File: config.mk
export PLATFORM = sky130hd
export DESIGN_NAME = lsu_mem_ctrl_flat
export DESIGN_NICKNAME = d
export VERILOG_FILES = /design/src/rtl/lsu_pkg.sv /design/src/rtl/lsu_mem_ctrl_if.sv /design/src/rtl/lsu_lane_align.sv /design/src/rtl/lsu_mem_ctrl.sv /design/src/flat_wrapper.sv
export SDC_FILE = /design/constraint.sdc
export NUM_CORES = 1
export LEC_CHECK = 0
export BUFFER_PORTS_ARGS = -buffer_cell sky130_fd_sc_hd__buf_4
export CAP_MARGIN = 15
export CORE_MARGIN = 4
export CORE_UTILIZATION = 45
export CTS_BUF_LIST = sky130_fd_sc_hd__clkbuf_4 sky130_fd_sc_hd__clkbuf_8
export DETAILED_ROUTE_END_ITERATION = 7
export PLACE_DENSITY_LB_ADDON = 0.25
export SLEW_MARGIN = 40
export SYNTH_ARGS = -nofsm -noshare
export SYNTH_HDL_FRONTEND = slang
export SYNTH_SLANG_ARGS = --single-unit
File: constraint.sdc
create_clock -name clk -period 3.02 [get_ports clk]
set_input_delay 0.151 -clock clk [delete_from_list [all_inputs] [get_ports clk]]
set_output_delay 0.151 -clock clk [all_outputs]
set_load 0.01 [all_outputs]
File: src/rtl/lsu_pkg.sv
// Shared definitions for the load/store unit: RV32 funct3 width codes,
// FSM state encoding and the byte-lane mask helper.
package lsu_pkg;

   localparam logic [2:0] F3_B  = 3'b000;
   localparam logic [2:0] F3_H  = 3'b001;
   localparam logic [2:0] F3_W  = 3'b010;
   localparam logic [2:0] F3_BU = 3'b100;
   localparam logic [2:0] F3_HU = 3'b101;

   typedef enum logic [2:0] {
      IDLE,
      RD,
      WR,
      RESP,
      ERR
   } state_e;

   // Bits of the 32-bit word touched by an access of this width at byte offset off.
   function automatic logic [31:0] lane_mask(input logic [2:0] funct3, input logic [1:0] off);
      case (funct3[1:0])
         2'b00:   lane_mask = 32'h0000_00FF << {off, 3'b000};
         2'b01:   lane_mask = 32'h0000_FFFF << {off[1], 4'b0000};
         default: lane_mask = 32'hFFFF_FFFF;
      endcase
   endfunction

endpackage

File: src/rtl/lsu_mem_ctrl_if.sv
// CPU request/response and RAM bus of the load/store unit.
// slave = the LSU itself; master = the CPU/RAM environment around it.
interface lsu_mem_ctrl_if;
   logic        req_valid;
   logic        req_ready;
   logic        req_we;
   logic [2:0]  req_funct3;
   logic [31:0] req_addr;
   logic [31:0] req_wdata;
   logic        rsp_valid;
   logic [31:0] rsp_rdata;
   logic        rsp_fault;
   logic        mem_we;
   logic [31:0] mem_addr;
   logic [31:0] mem_wdata;
   logic [31:0] mem_rdata;

   modport slave (
      input  req_valid, req_we, req_funct3, req_addr, req_wdata, mem_rdata,
      output req_ready, rsp_valid, rsp_rdata, rsp_fault, mem_we, mem_addr, mem_wdata
   );

   modport master (
      output req_valid, req_we, req_funct3, req_addr, req_wdata, mem_rdata,
      input  req_ready, rsp_valid, rsp_rdata, rsp_fault, mem_we, mem_addr, mem_wdata
   );
endinterface

File: src/rtl/lsu_lane_align.sv
// Combinational lane logic: merges store data into a RAM word and extracts
// plus sign/zero-extends load data. Shared with the future cache path.
module lsu_lane_align
   import lsu_pkg::*;
(
   input  logic [2:0]  funct3,
   input  logic [1:0]  off,
   input  logic [31:0] word,
   input  logic [31:0] wdata,
   output logic [31:0] st_word,
   output logic [31:0] ld_data
);

   logic [4:0]  sh;
   logic [31:0] mask;
   logic [31:0] lane;

   always_comb begin
      sh      = (funct3[1:0] == 2'b01) ? {off[1], 4'b0000} : {off, 3'b000};
      mask    = lane_mask(funct3, off);
      st_word = (word & ~mask) | ((wdata << sh) & mask);
      lane    = word >> sh;
      case (funct3)
         F3_B:    ld_data = {{24{lane[7]}}, lane[7:0]};
         F3_H:    ld_data = {{16{lane[15]}}, lane[15:0]};
         F3_BU:   ld_data = {24'h0, lane[7:0]};
         F3_HU:   ld_data = {16'h0, lane[15:0]};
         default: ld_data = word;
      endcase
   end

endmodule

File: src/rtl/lsu_mem_ctrl.sv
// Load/store initiator between CPU execute stage and word-only data RAM.
// Optional: define LSU_PERF_CNT_EN to add perf_loads/perf_stores counters.
module lsu_mem_ctrl
   import lsu_pkg::*;
#(
   parameter int unsigned MEM_WORDS = 256
)
(
   input  logic           clk,
   input  logic           rst,
   lsu_mem_ctrl_if.slave  bus
`ifdef LSU_PERF_CNT_EN
   ,
   output logic [31:0]    perf_loads,
   output logic [31:0]    perf_stores
`endif
);

   localparam logic [32:0] ADDR_LIMIT = 33'(MEM_WORDS) << 2;

   state_e      state, state_nx;
   logic        we_q;
   logic [2:0]  f3_q;
   logic [31:0] addr_q, wdata_q, word_q;
   logic        accept, fault_nx;
   logic [31:0] st_word, ld_data;

   assign accept = bus.req_valid && bus.req_ready;

   // NOTE: every always_comb output gets a default first so no path infers a latch.
   always_comb begin
      fault_nx = 1'b0;
      case (bus.req_funct3)
         F3_B, F3_BU: fault_nx = 1'b0;
         F3_H, F3_HU: fault_nx = bus.req_addr[0];
         F3_W:        fault_nx = |bus.req_addr[1:0];
         default:     fault_nx = 1'b1;
      endcase
      if (bus.req_we && (bus.req_funct3 == F3_BU || bus.req_funct3 == F3_HU))
         fault_nx = 1'b1;
      if ({1'b0, bus.req_addr} >= ADDR_LIMIT)
         fault_nx = 1'b1;
   end

   // NOTE: sequential state uses non-blocking assignments only.
   always_ff @(posedge clk) begin
      if (rst) state <= IDLE;
      else     state <= state_nx;
   end

   always_comb begin
      state_nx = state;
      case (state)
         IDLE: if (accept)
                  state_nx = fault_nx ? ERR :
                             (bus.req_we && bus.req_funct3 == F3_W) ? WR : RD;
         RD:      state_nx = we_q ? WR : RESP;
         WR:      state_nx = RESP;
         RESP:    state_nx = IDLE;
         ERR:     state_nx = IDLE;
         default: state_nx = IDLE;
      endcase
   end

   always_ff @(posedge clk) begin
      if (rst) begin
         we_q    <= 1'b0;
         f3_q    <= 3'b000;
         addr_q  <= 32'h0;
         wdata_q <= 32'h0;
         word_q  <= 32'h0;
      end else begin
         if (accept) begin
            we_q    <= bus.req_we;
            f3_q    <= bus.req_funct3;
            addr_q  <= bus.req_addr;
            wdata_q <= bus.req_wdata;
         end
         if (state == RD)
            word_q <= bus.mem_rdata;
      end
   end

   lsu_lane_align u_align (
      .funct3  (f3_q),
      .off     (addr_q[1:0]),
      .word    (word_q),
      .wdata   (wdata_q),
      .st_word (st_word),
      .ld_data (ld_data)
   );

   // mem_addr stays on the same word through RD and WR so the merge and write agree.
   always_comb begin
      bus.req_ready = 1'b0;
      bus.rsp_valid = 1'b0;
      bus.rsp_fault = 1'b0;
      bus.rsp_rdata = 32'h0;
      bus.mem_we    = 1'b0;
      bus.mem_addr  = 32'h0;
      bus.mem_wdata = 32'h0;
      case (state)
         IDLE: bus.req_ready = 1'b1;
         RD:   bus.mem_addr  = {addr_q[31:2], 2'b00};
         WR: begin
            bus.mem_we    = !rst;
            bus.mem_addr  = {addr_q[31:2], 2'b00};
            bus.mem_wdata = st_word;
         end
         RESP: begin
            bus.rsp_valid = 1'b1;
            bus.rsp_rdata = we_q ? 32'h0 : ld_data;
         end
         ERR: begin
            bus.rsp_valid = 1'b1;
            bus.rsp_fault = 1'b1;
         end
         default: ;
      endcase
   end

`ifdef LSU_PERF_CNT_EN
   always_ff @(posedge clk) begin
      if (rst) begin
         perf_loads  <= 32'h0;
         perf_stores <= 32'h0;
      end else if (state_nx == RESP && state != RESP) begin
         if (we_q) perf_stores <= perf_stores + 32'd1;
         else      perf_loads  <= perf_loads + 32'd1;
      end
   end
`endif

endmodule
File: src/flat_wrapper.sv
// flat-port wrapper written by rule: the top's interface ports become plain ports
module lsu_mem_ctrl_flat import lsu_pkg::*;
#(
   parameter int unsigned MEM_WORDS = 256
)
  (clk, rst, bus_req_valid, bus_req_we, bus_req_funct3, bus_req_addr, bus_req_wdata, bus_mem_rdata, bus_req_ready, bus_rsp_valid, bus_rsp_rdata, bus_rsp_fault, bus_mem_we, bus_mem_addr, bus_mem_wdata);
  lsu_mem_ctrl_if bus_i ();
  input  logic clk;
  input  logic rst;
  input wire logic [$bits(bus_i.req_valid)-1:0] bus_req_valid;
  input wire logic [$bits(bus_i.req_we)-1:0] bus_req_we;
  input wire logic [$bits(bus_i.req_funct3)-1:0] bus_req_funct3;
  input wire logic [$bits(bus_i.req_addr)-1:0] bus_req_addr;
  input wire logic [$bits(bus_i.req_wdata)-1:0] bus_req_wdata;
  input wire logic [$bits(bus_i.mem_rdata)-1:0] bus_mem_rdata;
  output wire logic [$bits(bus_i.req_ready)-1:0] bus_req_ready;
  output wire logic [$bits(bus_i.rsp_valid)-1:0] bus_rsp_valid;
  output wire logic [$bits(bus_i.rsp_rdata)-1:0] bus_rsp_rdata;
  output wire logic [$bits(bus_i.rsp_fault)-1:0] bus_rsp_fault;
  output wire logic [$bits(bus_i.mem_we)-1:0] bus_mem_we;
  output wire logic [$bits(bus_i.mem_addr)-1:0] bus_mem_addr;
  output wire logic [$bits(bus_i.mem_wdata)-1:0] bus_mem_wdata;
  assign bus_i.req_valid = bus_req_valid;
  assign bus_i.req_we = bus_req_we;
  assign bus_i.req_funct3 = bus_req_funct3;
  assign bus_i.req_addr = bus_req_addr;
  assign bus_i.req_wdata = bus_req_wdata;
  assign bus_i.mem_rdata = bus_mem_rdata;
  assign bus_req_ready = bus_i.req_ready;
  assign bus_rsp_valid = bus_i.rsp_valid;
  assign bus_rsp_rdata = bus_i.rsp_rdata;
  assign bus_rsp_fault = bus_i.rsp_fault;
  assign bus_mem_we = bus_i.mem_we;
  assign bus_mem_addr = bus_i.mem_addr;
  assign bus_mem_wdata = bus_i.mem_wdata;
  lsu_mem_ctrl #(.MEM_WORDS(MEM_WORDS)) u_core (.clk(clk), .rst(rst), .bus(bus_i));
endmodule
### Word-level counts from Yosys, hierarchy flattened

Index checks and enable logic that the tools add are counted.

| cells by class | value |
|---|---|
| order comparisons | 1 |
| eq/ne operators | 13 |
| shifts and indexed selects | 4 |
| mux-type cells | 19 |
| bitwise operators | 4 |
| reduce and logical (&&, ||, !) cells | 14 |

Operator list:

| cell | count |
|---|---|
| $mux W32 | 4 |
| $pmux W32 S4 | 1 |
| $and A32 B32 Y32 | 2 |
| $pmux W32 S2 | 1 |
| $ge A32 B11 Y1 const B | 1 |
| $not A32 Y32 | 1 |
| $or A32 B32 Y32 | 1 |
| $shl A16 B5 Y32 const A | 1 |
| $shl A32 B5 Y32 | 1 |
| $shl A8 B5 Y32 const A | 1 |
| $shr A32 B5 Y16 | 1 |
| $eq A3 B3 Y1 const B | 5 |
| $reduce_or A2 Y1 | 5 |
| $eq A3 B1 Y1 const B | 3 |
| $eq A3 B2 Y1 const B | 3 |
| $logic_not A3 Y1 | 3 |
| $pmux W3 S3 | 1 |
| $mux W1 | 7 |
| $mux W3 | 2 |
| $mux W4 | 1 |
| $logic_and A1 B1 Y1 | 3 |
| $pmux W1 S3 | 1 |
| $eq A2 B1 Y1 const B | 1 |
| $logic_not A2 Y1 | 1 |
| other kinds (4) | 4 |

| word-level totals | value |
|---|---|
| register bits after elaboration | 103 |
| input bits | 103 |
| output and inout bits | 100 |
| logic and storage cells | 61 |

### Longest topological paths before layout

Gate-level depths: netlist of run 1.

| logic depth | value |
|---|---|
| word-level depth | 8 |
| mapped depth | 8 |
| gate-level depth less buffers | 4 |

### Hierarchy

From an unflattened synthesis of run 1, not the netlist that was laid out.

| second synthesis, totals | value |
|---|---|
| cell total of the unflattened synthesis | 794 |
| area, all modules | 5820.6 um^2 |

Modules (own cells, without submodules):

| module | instances | cells an instance | area an instance (um^2) | sequential area each (um^2) |
|---|---|---|---|---|
| lsu_mem_ctrl | 1 | 587 | 4400.5 | 2062.0 |
| lsu_lane_align | 1 | 207 | 1420.1 | 0.0 |

### Least setup slack after synthesis of run 1

No wires, ideal clock.

| path | value |
|---|---|
| kind | register to output |
| start | register u_core.f3_q[0] |
| end | output port bus_mem_wdata[29] |
| arrival | 1483 ps |
| required time | 2869 ps |
| slack | 1386 ps |
| cell stages (with the launch flop) | 6 |
| buffers on the path | 1 |
| path through | dfxtp_1 -> nand2b_4 -> nand2_8 -> buf_6 -> mux4_2 -> a22o_1 |

| on the way | value |
|---|---|
| word-level cells in the longest chain between the ends | 6 |
| elaborated cells between the ends (all ways) | 10 |
| those cells by class | eq/ne (1); shift (1); mux (3); bitwise (4); reduce/logical (1) |

RTL lines:

| item | line | source |
|---|---|---|
| start: declaration | lsu_mem_ctrl.sv:23 | `logic [2:0] f3_q;` |
| start signal: assignment | lsu_mem_ctrl.sv:75 | `f3_q <= bus.req_funct3;` |
| $eq A2 B1 Y1 / $logic_not A2 Y1 (equally long branches) | lsu_pkg.sv:21, lsu_lane_align.sv:19 |  |
| $mux W4 / $pmux W32 S2 (equally long branches) | lsu_lane_align.sv:19, lsu_pkg.sv:21 |  |
| $shl A32 B5 Y32 / $not A32 Y32 (equally long branches) | lsu_lane_align.sv:21 | `st_word = (word & ~mask) \| ((wdata << sh) & mask);` |
| $and A32 B32 Y32 | lsu_lane_align.sv:21 |  |
| $or A32 B32 Y32 * | lsu_lane_align.sv:21 |  |
| $mux W32 * | lsu_mem_ctrl.sv:102 | `case (state)` |
| end: declaration | flat_wrapper.sv:22 | `output wire logic [$bits(bus_i.mem_wdata)-1:0] bus_mem_wdata;` |

Every way passes the cells marked *; elsewhere a longest branch is shown, timed or not.

### Worst setup path after layout of run 1

| path | value |
|---|---|
| start | register u_core.addr_q[0] |
| end | output port bus_mem_wdata[24] |

| on the way | value |
|---|---|
| word-level cells in the longest chain between the ends | 6 |
| elaborated cells between the ends (all ways) | 9 |
| those cells by class | shift (2); mux (3); bitwise (4) |

RTL lines:

| item | line | source |
|---|---|---|
| start: declaration | lsu_mem_ctrl.sv:24 | `logic [31:0] addr_q, wdata_q, word_q;` |
| start signal: assignment | lsu_mem_ctrl.sv:76 | `addr_q <= bus.req_addr;` |
| $shl A8 B5 Y32 | lsu_pkg.sv:22 | `2'b00: lane_mask = 32'h0000_00FF << {off, 3'b000};` |
| $pmux W32 S2 | lsu_pkg.sv:21 | `case (funct3[1:0])` |
| $not A32 Y32 | lsu_lane_align.sv:21 |  |
| $and A32 B32 Y32 | lsu_lane_align.sv:21 |  |
| $or A32 B32 Y32 * | lsu_lane_align.sv:21 |  |
| $mux W32 * | lsu_mem_ctrl.sv:102 |  |

Marked as above.

==> qor.tcl, run 1 <==
set qor(routed_wl_um) 21000
set qor(critical_path.cell_chain) {buf_4 -> nand2_8 -> mux4_2 -> a22o_1 -> buf_4}
set qor(cts_buffer_depth) 2
set qor(cts_sink_count) 103
set qor(grt_pass1_wl_um) 32300
set qor(worst_ir_drop_vdd_uv) 502
set qor(seq_area_frac_synth_pct) 36.1
set qor(finish.utilization_pct) 67.2
set qor(grt_remaining_overflow) 0
set qor(place_inst) 1111
set qor(avgViaCountPerCell) 5.46
set qor(post_synth_num_cell_types) 48
set qor(synth_area_in_compound_gates_pct) 24.3
set qor(place_ws_ps) 650
set qor(synth_area_per_cell_um2) 7.13
set qor(status) {completed}
set qor(cts.reportedPaths.clkPinSlew_ps) 100
set qor(tritoncts) {yes}
set qor(clock_tree.root_cell) {clkbuf_8}
set qor(grt_use_total_pct) 28.0
set qor(slew_violations) 0
set qor(cellPowerDensity_nw_per_um2) 361
set qor(max_cap_viol_count) 0
set qor(stdcell_count) 1206
set qor(antenna_cells_inserted) 0
set qor(remaining_design_rule_violation_count) 0
set qor(number_of_global_route_vias_before_repair) 6023
set qor(antenna_left) 0
set qor(dr_total_vias) 6581
set qor(core_area_um2) 12200
set qor(worstSkewPairLatency_ps) 390
set qor(antenna_found_initial) 0
set qor(cell_with_the_largest_stage_delay_on_the_worst_path) {dfxtp_1}
set qor(synthCells) 800
set qor(main_combinational_cell_family_by_area_after_synthesis) {simple AND/OR/NAND/NOR gates}
set qor(final_layout_size_suffix_gt1_share_pct) 24.1
set qor(timing.critical_path.slowest_cell_delay_ps) 730
set qor(ys.warnings.count) 0
set qor(hp-class) {primary input to register}
set qor(cts.htree.levels) 3
set qor(final.setup_skew_ps) 13.4
set qor(die_height_um) 121
set qor(placed_cell_area_um2) 7190
set qor(synth_enable_flop_cells) 0
set qor(final_setup_violation_count) 0
set qor(grt_max_degree) 71
set qor(post-route-period-util_pct) 89.1
set qor(cp-end-kind) {output port}
set qor(fraction_of_synthesized_area_in_multiplexers_pct) 5.13
set qor(static-leakage-power_nw) 3.35
set qor(syn_area_um2) 5710
set qor(worst_ep_required_time_ps) 2870
set qor(rows) 40
set qor(cpMostUsedCell) {buf_4}
set qor(place_hpwl_um) 14000
set qor(initialDrtViolationCount) 704
set qor(final_period_minus_worst_setup_slack_ps) 2690
set qor(cts_post_setup_buffers_inserted) 0
set qor(setup_repair_after_global_routing_missed_its_margin) {false}
set qor(timing.critical_path.from_type) {register}
set qor(max_slew.worst_pin.slew_ps) 824
set qor(worstSetupPathType) {register to output port}
set qor(worstPathArrival_ps) 2540
set qor(post-route-worst-setup-slack_ps) 330
set qor(io_pins) 203
set qor(setup_tns_ps) 0
set qor(fmax_mhz) 372
set qor(async_reset_ff_share_pct) 0
set qor(avgRoutedWirePerCell_um) 17.4
set qor(globalplace.congestion) 1.02
set qor(synth-simple-area-share_pct) 28.6
set qor(nets) 1136
set qor(synth-seq-cells) 103
set qor(timing.max_slew.rel_slack_pct) 44.9
set qor(design_area_um2) 8210
set qor(cts_buffers) 9
set qor(hold_ws_ps) 13.3
set qor(drt_pre_antenna_iters) 5
set qor(yosys.area_share.xor_xnor_pct) 0
set qor(area_delta_synth_final_pct) 43.8
set qor(arithmetic_cell_share_of_the_synthesized_area_counting_full_adders_half_adders_and_majority_gates_pct) 0
set qor(fin_total_pwr_mw) 2.96
set qor(initial_core_util_pct) 46.7
set qor(port-buffer-count) 200
set qor(die_x_extent_um) 121
set qor(largest_fanout_of_any_net_on_the_critical_path) 30
set qor(postSynth.topFlopCell) {dfxtp_1}
set qor(hold_violations) 0
set qor(fp.dieArea_um2) 14600
## cell usage after synthesis, types with 3 or more instances
library cell  number  area, µm²
mux4_2             9        203
clkbuf_1          39        146
nand2_1          242        908
nor3b_1            3       22.5
inv_1              3       11.3
buf_2             18       90.1
a21boi_0          18        135
nand3_1           16       80.1
dfxtp_1          103       2060
a31oi_1            8       50.1
buf_4              6       45.0
nor2b_1           34        213
a22oi_1           15        113
o21ai_0           41        205
nor3_1            11       55.1
nor2_1            20       75.1
a22o_1            13        114
and3_1            17        106
or2_2              3       18.8
mux2i_1            9       90.1
nor4_1             5       31.3
nand2b_1           3       18.8
a21oi_1          134        671
## final timing paths
path / startpoint / end / slack (ps) / cells past startpoint
setup reg to reg: u_core.state[2]$_SDFFE_PP0P_ / u_core.wdata_q[6]$_SDFFE_PP0P_ / 1030 / 5
hold / removal: bus_mem_rdata[18] / u_core.word_q[18]$_SDFFE_PP0N_ / 10 / 3
setup / recovery: u_core.addr_q[0]$_SDFFE_PP0P_ / bus_mem_wdata[24] / 330 / 5
hold reg to reg: u_core.addr_q[14]$_SDFFE_PP0P_ / u_core.addr_q[14]$_SDFFE_PP0P_ / 450 / 2
## logic make-up (layout without fill, tap and decap cells)
family          Yosys count  in the layout
mux                      18             18
other cells               1              2
buf+inv                  72            308
compound gates          241            241
simple gates            365            366
flops                   103            103
## timing repair
action / in CTS / in global routing
hold buffers: 76 / 2
gates resized for setup: 0 / 1
hold endpoints to repair: 76 / 2
endpoints found under the setup margin: 0 / 4
## cell type report
| cell class | instances | area, µm² |
|---|---|---|
| Tap cell | 168 | 210 |
| Clock inverter | 7 | 104 |
| Fill cell | 1091 | 4000 |
| Timing Repair Buffer | 288 | 2360 |
| Multi-Input combinational cell | 627 | 3330 |
| Sequential cell | 103 | 2060 |
| Clock buffer | 9 | 124 |
| Inverter | 4 | 15.0 |
## critical path, delay by kind of cell (launching register included)
kind	cells	cell delay, ps
flip-flops	1	730
multiplexers	1	450
AO/OA/AOI/OAI	1	240
buffers and inverters	2	550
AND/OR/NAND/NOR	1	170
## flip-flops by register name (all words and copies together) (netlist names)
signal,cells
u_core.we_q,1
u_core.state,3
u_core.wdata_q,32
u_core.word_q,32
u_core.f3_q,3
u_core.addr_q,32
## layer usage
metal  wire [µm]  global-route usage, %  vias to the layer above  share of wire [%]
met5           0                      0                        -                  0
met4         584                   8.99                        0                2.8
met3        2100                   7.25                       45                 10
met2        9910                   45.8                      321                 47
met1        8390                   36.0                     3010                 40
li1            -                      -                     3205                  -
## cells in the final DEF (no fill, tap or decap), types with 2 or more instances in the layout
master	Yosys	layout
a21boi_0	18	18
a21o_1	2	2
a21oi_1	134	134
a22o_1	13	13
a22oi_1	15	15
a31oi_1	8	8
and3_1	17	17
buf_4	6	210
bufinv_16	0	2
clkbuf_8	0	9
clkinv_2	0	2
conb_1	1	2
dfxtp_1	103	102
dlygate4sd3_1	0	78
inv_1	3	3
inv_6	0	2
mux2i_1	9	9
mux4_2	9	9
nand2_1	242	241
nand2b_1	3	3
nand3_1	16	16
nand3b_1	1	2
nand4_1	2	2
nor2_1	20	18
nor2_2	1	3
nor2b_1	34	34
nor3_1	11	11
nor3b_1	3	3
nor4_1	5	5
o21ai_0	41	41
or2_2	3	3
## power breakdown
group	total [mW]	internal, mW	switching, mW	leakage [nW]
Combinational	0.496	0.255	0.241	2.39
Clock	0.997	0.477	0.520	0.117
Sequential	1.47	1.41	0.0534	0.841
No activity file was read; power rests on OpenSTA's default activity.
==> run 2: changes to the inputs <==
- REMOVE_ABC_BUFFERS: unset -> 1
==> run 2 against run 1 <==
  * Combinational power is 5.2% higher
  * Final cell count grew 0.58%
  * Highest routed layer unchanged
  * Maximum frequency decreased by 0.98%
  * Largest power group unchanged
  * Sequential share of layout area down 0.15 points
  * Critical endpoint is now bus_mem_wdata[10]
  * First-iteration DRC count fell by 3.8%
  * Power is 1.7% lower
==> qor.tcl, run 2 (synthesized netlist as in run 1, its figures left out) <==
set qor(max_cap_viol_count) 0 ;# unchanged
set qor(clock_tree.root_cell) {clkbuf_8}
set qor(grt.met1_usage_pct) 35.8 ;# -0.18 points
set qor(die_x_extent_um) 121 ;# unchanged
set qor(remaining_design_rule_violation_count) 0 ;# unchanged
set qor(place_hpwl_um) 13800 ;# -1.0%
set qor(post-route-period-util_pct) 89.9 ;# +0.88 points
set qor(layout_filler_cell_count) 1106 ;# +1.4%
set qor(avgRoutedWirePerCell_um) 17.2 ;# -1.1%
set qor(worst_ep_required_time_ps) 2870 ;# about the same
set qor(antenna_cells_inserted) 0 ;# unchanged
set qor(routed_wl_um) 20900 ;# -0.50%
set qor(cellPowerDensity_nw_per_um2) 352 ;# -2.3%
set qor(worstSetupPathType) {register to output port}
set qor(worst_ir_drop_vdd_uv) 408 ;# -19%
set qor(die_height_um) 121 ;# unchanged
set qor(number_of_global_route_vias_before_repair) 6339 ;# +5.2%
set qor(setup_tns_ps) 0 ;# unchanged
set qor(post-route-worst-setup-slack_ps) 304 ;# -26.7 ps
set qor(cts_buffer_depth) 2 ;# unchanged
set qor(worstSkewPairLatency_ps) 390 ;# about the same
set qor(final.setup_skew_ps) 7.89 ;# -5.52 ps
set qor(area_delta_synth_final_pct) 44.7
set qor(setup_repair_after_global_routing_missed_its_margin) {false}
set qor(cts.htree.levels) 3 ;# unchanged
set qor(grt_max_degree) 46 ;# -35%
set qor(grt.met3_usage_pct) 7.30 ;# +0.047 points
set qor(cts_buffers) 9 ;# unchanged
set qor(reg.largest.list) {u_core.addr_q x32, u_core.wdata_q x32, u_core.word_q x32}
set qor(critical_path.cell_chain) {clkinv_1 -> a21oi_1 -> nand2_1 -> a21oi_1 -> buf_4}
set qor(cts_sink_count) 103 ;# unchanged
set qor(final_setup_violation_count) 0 ;# unchanged
set qor(initialDrtViolationCount) 677 ;# -3.8%
set qor(timing.critical_path.from_type) {register}
set qor(slew_violations) 0 ;# unchanged
set qor(cpMostUsedCell) {a21oi_1}
set qor(grt_pass1_wl_um) 32800 ;# +1.4%
set qor(fmax_mhz) 368 ;# -0.98%
set qor(tritoncts) {yes}
set qor(final_period_minus_worst_setup_slack_ps) 2720 ;# +26.7 ps
set qor(avgViaCountPerCell) 5.47 ;# +0.24%
set qor(core_area_um2) 12200 ;# unchanged
set qor(io_pins) 203 ;# unchanged
set qor(cp-end-kind) {output port}
set qor(hold_violations) 0 ;# unchanged
set qor(fp.dieArea_um2) 14600 ;# unchanged
set qor(hp-class) {primary input to register}
set qor(grt_util_met2_pct) 46.1 ;# +0.31 points
set qor(max_slew.worst_pin.slew_ps) 769 ;# -54.6 ps
set qor(cell_with_the_largest_stage_delay_on_the_worst_path) {a21oi_1}
set qor(rows) 40 ;# unchanged
set qor(antenna_found_initial) 0 ;# unchanged
set qor(antenna_left) 0 ;# unchanged
set qor(worstPathArrival_ps) 2570 ;# +30 ps
set qor(initial_core_util_pct) 46.7 ;# unchanged
set qor(most-common-layout-cells) {nand2_1 (241), buf_4 (217), a21oi_1 (134)}
set qor(place_ws_ps) 529 ;# -122 ps
set qor(globalplace.congestion) 0.896 ;# -12%
set qor(status) {completed}
set qor(timing.critical_path.slowest_cell_delay_ps) 770 ;# +40 ps
set qor(most_common_library_cell_in_the_layout_ignoring_fill_and_taps) {nand2_1}
set qor(final_layout_size_suffix_gt1_share_pct) 24.9 ;# +0.80 points
set qor(static-leakage-power_nw) 3.36 ;# +0.40%
set qor(grt_remaining_overflow) 0 ;# unchanged
set qor(nets) 1143 ;# +0.62%
set qor(grt_use_total_pct) 28.0 ;# about the same
set qor(largest_fanout_of_any_net_on_the_critical_path) 15 ;# -50%
set qor(timing.max_slew.rel_slack_pct) 48.7 ;# +3.8 points
set qor(dr_total_vias) 6635 ;# +0.82%
set qor(drt_pre_antenna_iters) 7 ;# +2
set qor(critical_path.n_buffers_inverters) 2 ;# unchanged
set qor(cts_post_setup_buffers_inserted) 0 ;# unchanged
set qor(global_route_layer_with_the_greatest_usage) {met2}
set qor(cpLargestDelayFamily) {compound AO/OA/AOI/OAI gates}
set qor(cts.reportedPaths.clkPinSlew_ps) 100 ;# about the same
set qor(port-buffer-count) 200 ;# unchanged
## run 2: cell count changes in the layout (fill, tap and decap cells not counted), sizes merged
cell,before,now
bufinv,2,1
clkbuf,9,11
buf,210,217
clkinv,4,1
clkinvlp,0,2
## run 2: metrics by stage
stage / total power, mW / utilization [%] / instance area (µm²) / std cells / hold slack (ps)
after floorplan: 1.69 / - / 5400 / 733 / 220
after global placement: 1.91 / 59.3 / 7240 / 1118 / 399
after detailed placement: 1.92 / 59.3 / 7240 / 1118 / 407
after CTS: 2.91 / 67.4 / 8230 / 1212 / 0.458
after global routing: 3.04 / 67.6 / 8260 / 1213 / 1.65
final: 2.91 / 67.6 / 8260 / 1213 / 11.9
## run 2: metal layers
layer	vias to the layer above	part of all wire (%)
met5	-	0
met4	0	2.5
met3	45	8.8
met2	325	47
met1	3049	41
li1	3216	-
## run 2: path summary, 6_finish.rpt
path / startpoint / end / slack, ps / cells past startpoint
max: u_core.addr_q[1]$_SDFFE_PP0P_ / bus_mem_wdata[10] / 300 / 5
min reg2reg: u_core.addr_q[16]$_SDFFE_PP0P_ / u_core.addr_q[16]$_SDFFE_PP0P_ / 460 / 2
min: bus_req_wdata[23] / u_core.wdata_q[23]$_SDFFE_PP0P_ / 10 / 3
max reg2reg: u_core.state[2]$_SDFFE_PP0P_ / u_core.addr_q[6]$_SDFFE_PP0P_ / 1190 / 5
## run 2: area by class of cell
class	instances	area [µm²]	share of cell area (%)
Multi-Input combinational cell	627	3360	40.6
Timing Repair Buffer	295	2410	29.2
Sequential cell	103	2060	25.0
Tap cell	168	210	2.55
Clock buffer	11	139	1.68
Clock inverter	5	65.1	0.788
Inverter	4	15.0	0.182
## run 2: worst reg2reg max path: stages, from the launching register on
cell	delay, ps
dfxtp_1	410
nor3_2	320
and2_2	410
buf_4	360
nand2_1	120
a21oi_1	150
## run 2: what timing repair did
| item | in CTS | in global routing |
|---|---|---|
| hold buffers | 78 | 0 |
| endpoints found under the setup margin | 0 | 22 |
| endpoints found under the hold margin | 78 | 0 |
| gates resized for setup | 0 | 4 |
## run 2: power by group
group | leakage, nW | switching [mW] | internal, mW | total, mW
Combinational | 2.42 | 0.259 | 0.262 | 0.522
Sequential | 0.841 | 0.0471 | 1.41 | 1.46
Clock | 0.0989 | 0.516 | 0.411 | 0.927
Total | 3.36 | 0.823 | 2.09 | 2.91
